File: src/rtl/vga_sync.sv
// 640x480@60 VGA raster timing: a /4 pixel enable, horizontal and vertical scan counters,
// and registered active-low syncs that stay cycle-aligned with the pixel coordinates.
module vga_sync #(
    parameter int unsigned HD  = 640,
    parameter int unsigned HFP = 16,
    parameter int unsigned HSW = 96,
    parameter int unsigned HBP = 48,
    parameter int unsigned VD  = 480,
    parameter int unsigned VFP = 10,
    parameter int unsigned VSW = 2,
    parameter int unsigned VBP = 33
) (
    input  logic       clk,
    input  logic       reset,
    output logic       p_tick,
    output logic [9:0] pixel_x,
    output logic [9:0] pixel_y,
    output logic       video_on,
    output logic       hsync,
    output logic       vsync,
    output logic       frame_end
);

    localparam int unsigned HT = HD + HFP + HSW + HBP;
    localparam int unsigned VT = VD + VFP + VSW + VBP;

    localparam logic [9:0] H_MAX    = 10'(HT - 1);
    localparam logic [9:0] V_MAX    = 10'(VT - 1);
    localparam logic [9:0] H_VIS    = 10'(HD);
    localparam logic [9:0] V_VIS    = 10'(VD);
    localparam logic [9:0] HS_START = 10'(HD + HFP);
    localparam logic [9:0] HS_END   = 10'(HD + HFP + HSW - 1);
    localparam logic [9:0] VS_START = 10'(VD + VFP);
    localparam logic [9:0] VS_END   = 10'(VD + VFP + VSW - 1);

    logic [1:0] div;
    logic [9:0] h;
    logic [9:0] v;
    logic [9:0] next_h;
    logic [9:0] next_v;
    logic       h_end;
    logic       v_end;

    assign p_tick = (div == 2'd3);
    assign h_end  = (h == H_MAX);
    assign v_end  = (v == V_MAX);

    always_comb begin
        next_h = h;
        next_v = v;
        if (p_tick) begin
            next_h = h_end ? 10'd0 : h + 10'd1;
            if (h_end) begin
                next_v = v_end ? 10'd0 : v + 10'd1;
            end
        end
    end

    // Syncs are decoded from next_h/next_v so the registered pulse edges land
    // on the same clk edge as the matching coordinate change.
    always_ff @(posedge clk) begin
        if (reset) begin
            div   <= 2'd0;
            h     <= 10'd0;
            v     <= 10'd0;
            hsync <= 1'b1;
            vsync <= 1'b1;
        end else begin
            div   <= div + 2'd1;
            h     <= next_h;
            v     <= next_v;
            hsync <= !((next_h >= HS_START) && (next_h <= HS_END));
            vsync <= !((next_v >= VS_START) && (next_v <= VS_END));
        end
    end

    assign pixel_x   = h;
    assign pixel_y   = v;
    assign video_on  = (h < H_VIS) && (v < V_VIS);
    assign frame_end = p_tick && h_end && v_end;

endmodule

File: config.mk
export PLATFORM = sky130hd
export DESIGN_NAME = vga_sync
export DESIGN_NICKNAME = d
export VERILOG_FILES = /design/src/rtl/vga_sync.sv
export SDC_FILE = /design/constraint.sdc
export NUM_CORES = 1
export LEC_CHECK = 0
export ABC_AREA = 1
export CAP_MARGIN = 20
export CORE_MARGIN = 8
export CORE_UTILIZATION = 45
export DETAILED_ROUTE_END_ITERATION = 10
export DONT_BUFFER_PORTS = 1
export PLACE_DENSITY = 0.57
export SLEW_MARGIN = 25
export SYNTH_ARGS = -nofsm -noshare
export SYNTH_HDL_FRONTEND = slang
export SYNTH_SLANG_ARGS = --single-unit
File: constraint.sdc
create_clock -name clk -period 2 [get_ports clk]
set_input_delay 0.3 -clock clk [delete_from_list [all_inputs] [get_ports clk]]
set_output_delay 0.3 -clock clk [all_outputs]
set_load 0.05 [all_outputs]
Word level (Yosys, flattened, before mapping)
Cells that the tools add are included.
Word-level totals
  register bits after elaboration: 24
  bits of input ports: 2
  logic and storage cells: 29
Cells by class
  add/sub/neg operators: 3
  magnitude comparators: 6
  equal/unequal tests: 3
  multiplexer cells: 5
  reductions and logical operators: 7
Operator list (count)
  $mux 10: 5
  $add 10x1->10 const B: 2
  $eq 10x10->1 const B: 2
  $ge 10x10->1 const B: 1
  $ge 10x9->1 const B: 1
  $le 10x10->1 const B: 1
  $le 10x9->1 const B: 1
  $lt 10x10->1 const B: 1
  $lt 10x9->1 const B: 1
  $logic_and 1x1->1: 5
  $add 2x1->2 const B: 1
  $eq 2x2->1 const B: 1
  $logic_not 1->1: 2

Logic depth before layout (Yosys ltp)
Gate-level depths: netlist of run 1.
  depth in word-level cells: 7
  mapped depth: 13

Worst setup path before layout of run 1
Ideal clock, no wire load.
  kind: reg2reg
  start: reg div[0]
  end: reg vsync
  library setup time: 0.121 ns
  data arrival time: 2.115 ns
  required time: 1.879 ns
  slack: -0.235 ns
  stages on the path, launching flop included: 12
  clock period less this slack: 2.235 ns
  cells stage by stage: dfxtp_1 > ha_1 > buf_6 > nand2_2 > nor2_2 > nand3_4 > nor2_4 > inv_1 > nand3_2 > inv_2 > nor2_1 > nand3_1
Between the ends
  cells in the longest elaborated chain, start to end: 5
Ends and longest elaborated chain
  start, declared: line 36  | logic [1:0] div;
  start signal, assigned: line 69  | div <= div + 2'd1;
  $eq 2x2->1 *: line 44  | assign p_tick = (div == 2'd3);
  net p_tick: line 15  | output logic p_tick,
  $mux 10 *: line 51  | if (p_tick) begin
  $ge 10x9->1 or $le 10x9->1 (tied branches): line 73  | vsync <= !((next_v >= VS_START) && (next_v <= VS_END));
  $logic_and 1x1->1 *: line 73
  $logic_not 1->1 *: line 73
  end signal, assigned: line 73
  end, declared: line 20  | output logic vsync,
Mark *: on every way through the listed nets, which the timed path passes. The rest lies on a longest branch.
A chain may end at the register's enable or synchronous reset.

Worst setup path after layout of run 1
  start: reg v[7], in the netlist pixel_y[7]
  end: out frame_end
Between the ends
  cells in the longest elaborated chain, start to end: 2
Ends and longest elaborated chain
  start, declared: line 38  | logic [9:0] v;
  start signal, assigned: line 71  | v <= next_v;
  $eq 10x10->1: line 46  | assign v_end = (v == V_MAX);
  $logic_and 1x1->1: line 80  | assign frame_end = p_tick && h_end && v_end;
  end, declared: line 21  | output logic frame_end
No other way between the ends.

==> qor.txt, run 1 <==
layout cell share with drive strength beyond 1: 0.263
Root Driver: clkbuf_4
Synth top cells by count: nand2_1 (42), nor2_1 (32), inv_1 (25)
Mapped Area: 0.00136 mm^2
final WL: 3.41 mm
clk_lat worst skew: 0.32 ns
Yosys cell types: 28
CTS sink cnt: 24
Slew Limit Headroom: 0.679
non-filler cells, final: 257
DRC: 0
die area: 0.00505 mm^2
top-count cell post-synth: nand2_1
Pwr Density: 474 mW/mm^2
pin count of the biggest net entering global routing: 18
status: finished clean
yosys warns: 0
WHS: 0.0178 ns
HPWL Detailed: 2.66 mm
Max Buffers Root-to-Sink: 2
#FFs+latches synth: 24
final slew viol count: 0
GR Overflow Total: 0
CTS tree: done
Pleak: 0.708 nW
Starting Density: 0.458
Fin. Hold Viols: 0
Wirelength per Cell: 13.3 um
Hold Crit Class: in -> reg
Die Width: 71.1 um
Placed Cells: 249
Syn Nets: 202
required time worst endpoint: 1.70 ns
Via density: 5.15
Routed Antenna Nets: 0
setup ws final: 0.107 ns
Avg Inst Size Synth: 6.96 um^2
Seq/Total Area, Yosys: 0.352
Synth area leader: dfxtp_1
Die Y-Extent: 71.1 um
crit path max fanout: 6
Total GRT Usage: 0.137
Detailed Routing Iterations Pass 1: 4
Least-Margin Pin Slew: 0.481 ns
crit start category: flip-flop
clk slew on worst S/H paths: 0.14 ns
vias after detailed routing: 1324
Highest Clock Rate: 528 MHz
top cells by area, synth: dfxtp_1 (35%), nand2_1 (12%), nor2_1 (8.8%)
fraction of registers with async set/reset: 0
fin nets: 231
initial drt markers: 99
first-pass GRT wire length: 5.73 mm
I/O pin count: 27
fin crit share: 0.946
n_diodes: 0
Setup violations, final: 0
port buffer count: 0
Max Cap Viol: 0
vias in the first global route: 1272
total power: 0.790 mW
DP Worst Slack: 0.258 ns
core area: 0.00298 mm^2
WS Path Type: reg -> out
hold_buf cts: 0
cts bufs inserted: 3
Max VDD drop: 0.257 mV
min Tclk post-route: 1.89 ns
Yosys top cell area share: 0.352
Placer Congestion: 0.924
# H-tree levels: 1
CP arrival: 1.59 ns
initial antenna violation count: 0
Primary FF master, synth: dfxtp_1
Setup crit end kind: output pin
Cells after Synth: 196
number of enable flip-flop cells after synthesis: 0
skew final: 0.00864 ns
Syn-to-layout area delta: 22.1%
row count: 20
## area by class of cell
cell class              count  area (um^2)
clock buffers               4         36.3
fillers                   313         1310
inverters                  27          106
multi-input cells         142          786
flip-flops and latches     24          485
well taps                  33         41.3
repair buffers             27          210
## logic make-up after synthesis
family	synth area share
flip-flops	0.352
AO/OA/AOI/OAI	0.0560
buffers and inverters	0.0917
XOR/XNOR	0.0193
AND/OR/NAND/NOR	0.444
adder cells (fa/ha/maj)	0.0367
## worst paths after layout
kind | start | end | slack, ns | cells after the start
worst max-delay path | pixel_y[7] | frame_end | 0.11 | 4
worst min-delay path | reset | div[0] | 0.02 | 1
worst max register to register | pixel_x[1] | vsync | 0.16 | 11
worst min register to register | div[0] | div[0] | 0.44 | 1
## critical path, stage by stage, from the launching register on
cell and delay, ns:
dfxtp_1 0.38, nor3_1 0.35, nand3_2 0.20, nor2_4 0.19, buf_8 0.16
## where the power goes
| group | switching, mW | internal (mW) | total [mW] |
|---|---|---|---|
| logic | 0.0268 | 0.0124 | 0.0392 |
| clock network | 0.150 | 0.111 | 0.262 |
| registers | 0.00416 | 0.485 | 0.489 |
## metal layers
layer / GRT usage / up-vias / wire length (um)
li1: - / 682 / -
met1: 0.172 / 594 / 1520
met2: 0.214 / 44 / 1570
met3: 0.0424 / 4 / 288
met4: 0.0531 / 0 / 33
met5: 0 / - / 0
## what timing repair did
| item | CTS | global route |
|---|---|---|
| resized for setup | 2 | 6 |
| pin swaps | 0 | 3 |
| setup buffers | 0 | 4 |
| setup endpoints to repair | 1 | 1 |
| cloned | 0 | 0 |
## registers in the layout, summed over array words and instances (netlist names)
register and count:
div 2, hsync 1, pixel_y 10, vsync 1, pixel_x 10
## cell usage in the layout, fill, tap and decap left out
cell	instances
nor3_2	1
inv_2	1
a31o_2	1
clkinv_4	1
nor2_1	31
nand4_1	8
nand2_1	42
dfxtp_2	4
nand3b_1	2
xor2_1	1
buf_8	1
nor3b_1	1
xnor2_1	2
clkbuf_8	1
ha_2	1
buf_4	26
ha_1	2
a21oi_1	4
nand3_1	14
nor3_1	5
inv_1	25
nor2_2	3
o21ai_0	4
nand3_4	1
dfxtp_1	20
nand2_2	5
clkbuf_4	3
o21bai_1	2
ha_4	1
o211ai_1	1
o21ai_1	1
nor3b_2	1
nand3_2	3
nor2_4	5
## per-stage QoR
step                 util  setup TNS [ns]  area (um^2)
floorplan               -         -0.0794         1370
detailed placement  0.527               0         1570
global route        0.559         -0.0194         1670
CTS                 0.544               0         1620
global placement    0.527               0         1570
finish              0.559               0         1670
No activity file was read; power rests on OpenSTA's default activity.
==> run 2, diff against run 1 <==
--- a/config.mk
+++ b/config.mk
@@ -8,10 +8,10 @@
 export ABC_AREA = 1
 export CAP_MARGIN = 20
 export CORE_MARGIN = 8
-export CORE_UTILIZATION = 45
+export CORE_UTILIZATION = 49
 export DETAILED_ROUTE_END_ITERATION = 10
 export DONT_BUFFER_PORTS = 1
-export PLACE_DENSITY = 0.57
+export PLACE_DENSITY = 0.61
 export SLEW_MARGIN = 25
 export SYNTH_ARGS = -nofsm -noshare
 export SYNTH_HDL_FRONTEND = slang
==> run 2 against run 1 <==
Against the previous run: design area rose by 0.75%; clock skew fell by 0.0054 ns; worst setup slack got worse by 0.014 ns; combinational power rose by 4%; global-route usage rose by 1.0 points; first-iteration DRC count fell by 12%; hold slack improved by 0.020 ns.
==> qor.txt, run 2 (synthesized netlist as in run 1, its figures left out) <==
status: finished clean
Via density: 5.12 (-0.53%)
required time worst endpoint: 1.70 ns (about the same)
row count: 19 (-5.0%)
Syn-to-layout area delta: 23.0%
min Tclk post-route: 1.91 ns (+0.0138 ns)
Pleak: 0.720 nW (+1.7%)
GR Overflow Total: 0 (unchanged)
Multi-input gate area: 783 um^2 (-0.32%)
Highest Clock Rate: 524 MHz (-0.73%)
Fin. Hold Viols: 0 (unchanged)
WS Path Type: reg -> out
Max VDD drop: 0.287 mV (+11%)
Die Width: 68.8 um (-3.2%)
die area: 0.00473 mm^2 (-6.4%)
clk_lat worst skew: 0.31 ns (about the same)
total power: 0.787 mW (-0.42%)
Placer Congestion: 0.878 (-5.0%)
Max Cap Viol: 0 (unchanged)
fillers: 263 (-16%)
final WL: 3.33 mm (-2.5%)
layout cell share with drive strength beyond 1: 0.265 (+0.00209)
Hold Crit Class: in -> reg
register area: 485 um^2 (unchanged)
port buffer count: 0 (unchanged)
fin crit share: 0.953 (+0.00691)
vias in the first global route: 1231 (-3.2%)
initial drt markers: 87 (-12%)
Slew Limit Headroom: 0.683 (+0.00353)
met3 usage: 0.0355 (-0.00683)
initial antenna violation count: 0 (unchanged)
HPWL Detailed: 2.59 mm (-2.9%)
Die Y-Extent: 68.8 um (-3.2%)
GRT met2 Usage: 0.239 (+0.0250)
Least-Margin Pin Slew: 0.476 ns (-0.00529 ns)
n_diodes: 0 (unchanged)
Pwr Density: 469 mW/mm^2 (-1.2%)
Max Buffers Root-to-Sink: 2 (unchanged)
Root Driver: clkbuf_4
vias after detailed routing: 1317 (-0.53%)
cts bufs inserted: 3 (unchanged)
crit path max fanout: 6 (unchanged)
Setup violations, final: 0 (unchanged)
Detailed Routing Iterations Pass 1: 4 (unchanged)
core area: 0.00271 mm^2 (-9.0%)
Slowest-stage cell, CP: dfxtp_1
crit start category: flip-flop
most common cell after layout, fill and taps aside: nand2_1
Total GRT Usage: 0.148 (+0.0102)
Starting Density: 0.503 (+0.0452)
commonest cells after routing, fill and taps aside: nand2_1 (42), nor2_1 (32), buf_4 (27)
first-pass GRT wire length: 5.37 mm (-6.4%)
Routed Antenna Nets: 0 (unchanged)
# H-tree levels: 1 (unchanged)
WHS: 0.0377 ns (+0.0200 ns)
I/O pin count: 27 (unchanged)
cell chain of the critical path: inv_1 > ha_2 > nand2_1 > nor2_1 > nand3_2 > nor2_4 > buf_8
pin count of the biggest net entering global routing: 18 (unchanged)
DRC: 0 (unchanged)
max incr delay on CP: 0.38 ns (about the same)
GRT busiest layer: met2
met1 Usage GRT: 0.191 (+0.0190)
CTS sink cnt: 24 (unchanged)
Wirelength per Cell: 12.9 um (-2.5%)
skew final: 0.00327 ns (-0.00537 ns)
Setup crit end kind: output pin
CP arrival: 1.61 ns (+0.02 ns)
final slew viol count: 0 (unchanged)
clk slew on worst S/H paths: 0.13 ns (about the same)
CTS tree: done
RSZ-0062 raised after global routing: no
fin nets: 233 (+0.87%)
run 2: cell types whose count changed in the layout (fill, tap and decap cells not counted):
cell           previous run  this run
inv_2                     1         2
dlygate4sd3_1             0         1
buf_4                    26        27
inv_1                    25        24
nor2_2                    3         2
nor2_1                   31        32
run 2: cell type report:
| class | instances | area share |
|---|---|---|
| Sequential cell | 24 | 0.289 |
| Clock buffer | 4 | 0.0216 |
| Tap cell | 31 | 0.0231 |
| Multi-Input combinational cell | 142 | 0.467 |
| Inverter | 27 | 0.0634 |
| Timing Repair Buffer | 29 | 0.136 |
run 2: power breakdown:
group          total [mW]  internal, mW  switching [mW]
Combinational      0.0408        0.0138          0.0271
Sequential          0.489         0.485         0.00425
Clock               0.257         0.111           0.145
Total               0.787         0.610           0.177
run 2: worst paths after layout:
| path | startpoint | to | slack, ns | cells after the start |
|---|---|---|---|---|
| worst max-delay path | pixel_y[1] | frame_end | 0.09 | 7 |
| worst min-delay path | reset | pixel_x[2] | 0.04 | 1 |
| worst max register to register | pixel_x[0] | hsync | 0.17 | 10 |
| worst min register to register | div[0] | div[0] | 0.44 | 1 |
run 2: metrics by stage:
stage	TNS, ns	instance area (um^2)	std cells	utilization	setup slack [ns]
2_1_floorplan	-0.0794	1370	196	-	-0.0794
3_3_place_gp	0	1570	247	0.578	0.311
3_5_place_dp	0	1570	247	0.578	0.272
4_1_cts	0	1610	251	0.593	0.00830
5_1_grt	0	1680	257	0.619	0.00202
6_report	0	1680	257	0.619	0.0933
run 2: critical path: cells and delay by family, from the launching register on:
kind,cells,cell delay (ns)
buffers and inverters,2,0.23
and+or+nand+nor,4,0.50
adders and majority gates,1,0.17
DFF,1,0.38
run 2: timing repair:
item	4_1_cts	5_1_grt
pin swaps	0	3
setup buffers	0	5
setup endpoints to repair	1	1
gates cloned	0	0
hold buffers	0	1
endpoints found under the hold margin	0	1
gates resized for setup	1	7
run 2: per-layer routing:
layer | up-vias | wire length [um]
met5 | - | 0
met4 | 0 | 29
met3 | 4 | 261
met2 | 39 | 1520
met1 | 584 | 1510
li1 | 690 | -
==> run 3, diff against run 2 <==
--- a/config.mk
+++ b/config.mk
@@ -9,6 +9,7 @@
 export CAP_MARGIN = 20
 export CORE_MARGIN = 8
 export CORE_UTILIZATION = 49
+export CTS_CLUSTER_SIZE = 20
 export DETAILED_ROUTE_END_ITERATION = 10
 export DONT_BUFFER_PORTS = 1
 export PLACE_DENSITY = 0.61
==> results of run 3 <==
Final layout, timing and power as in run 2 (identical DEF).
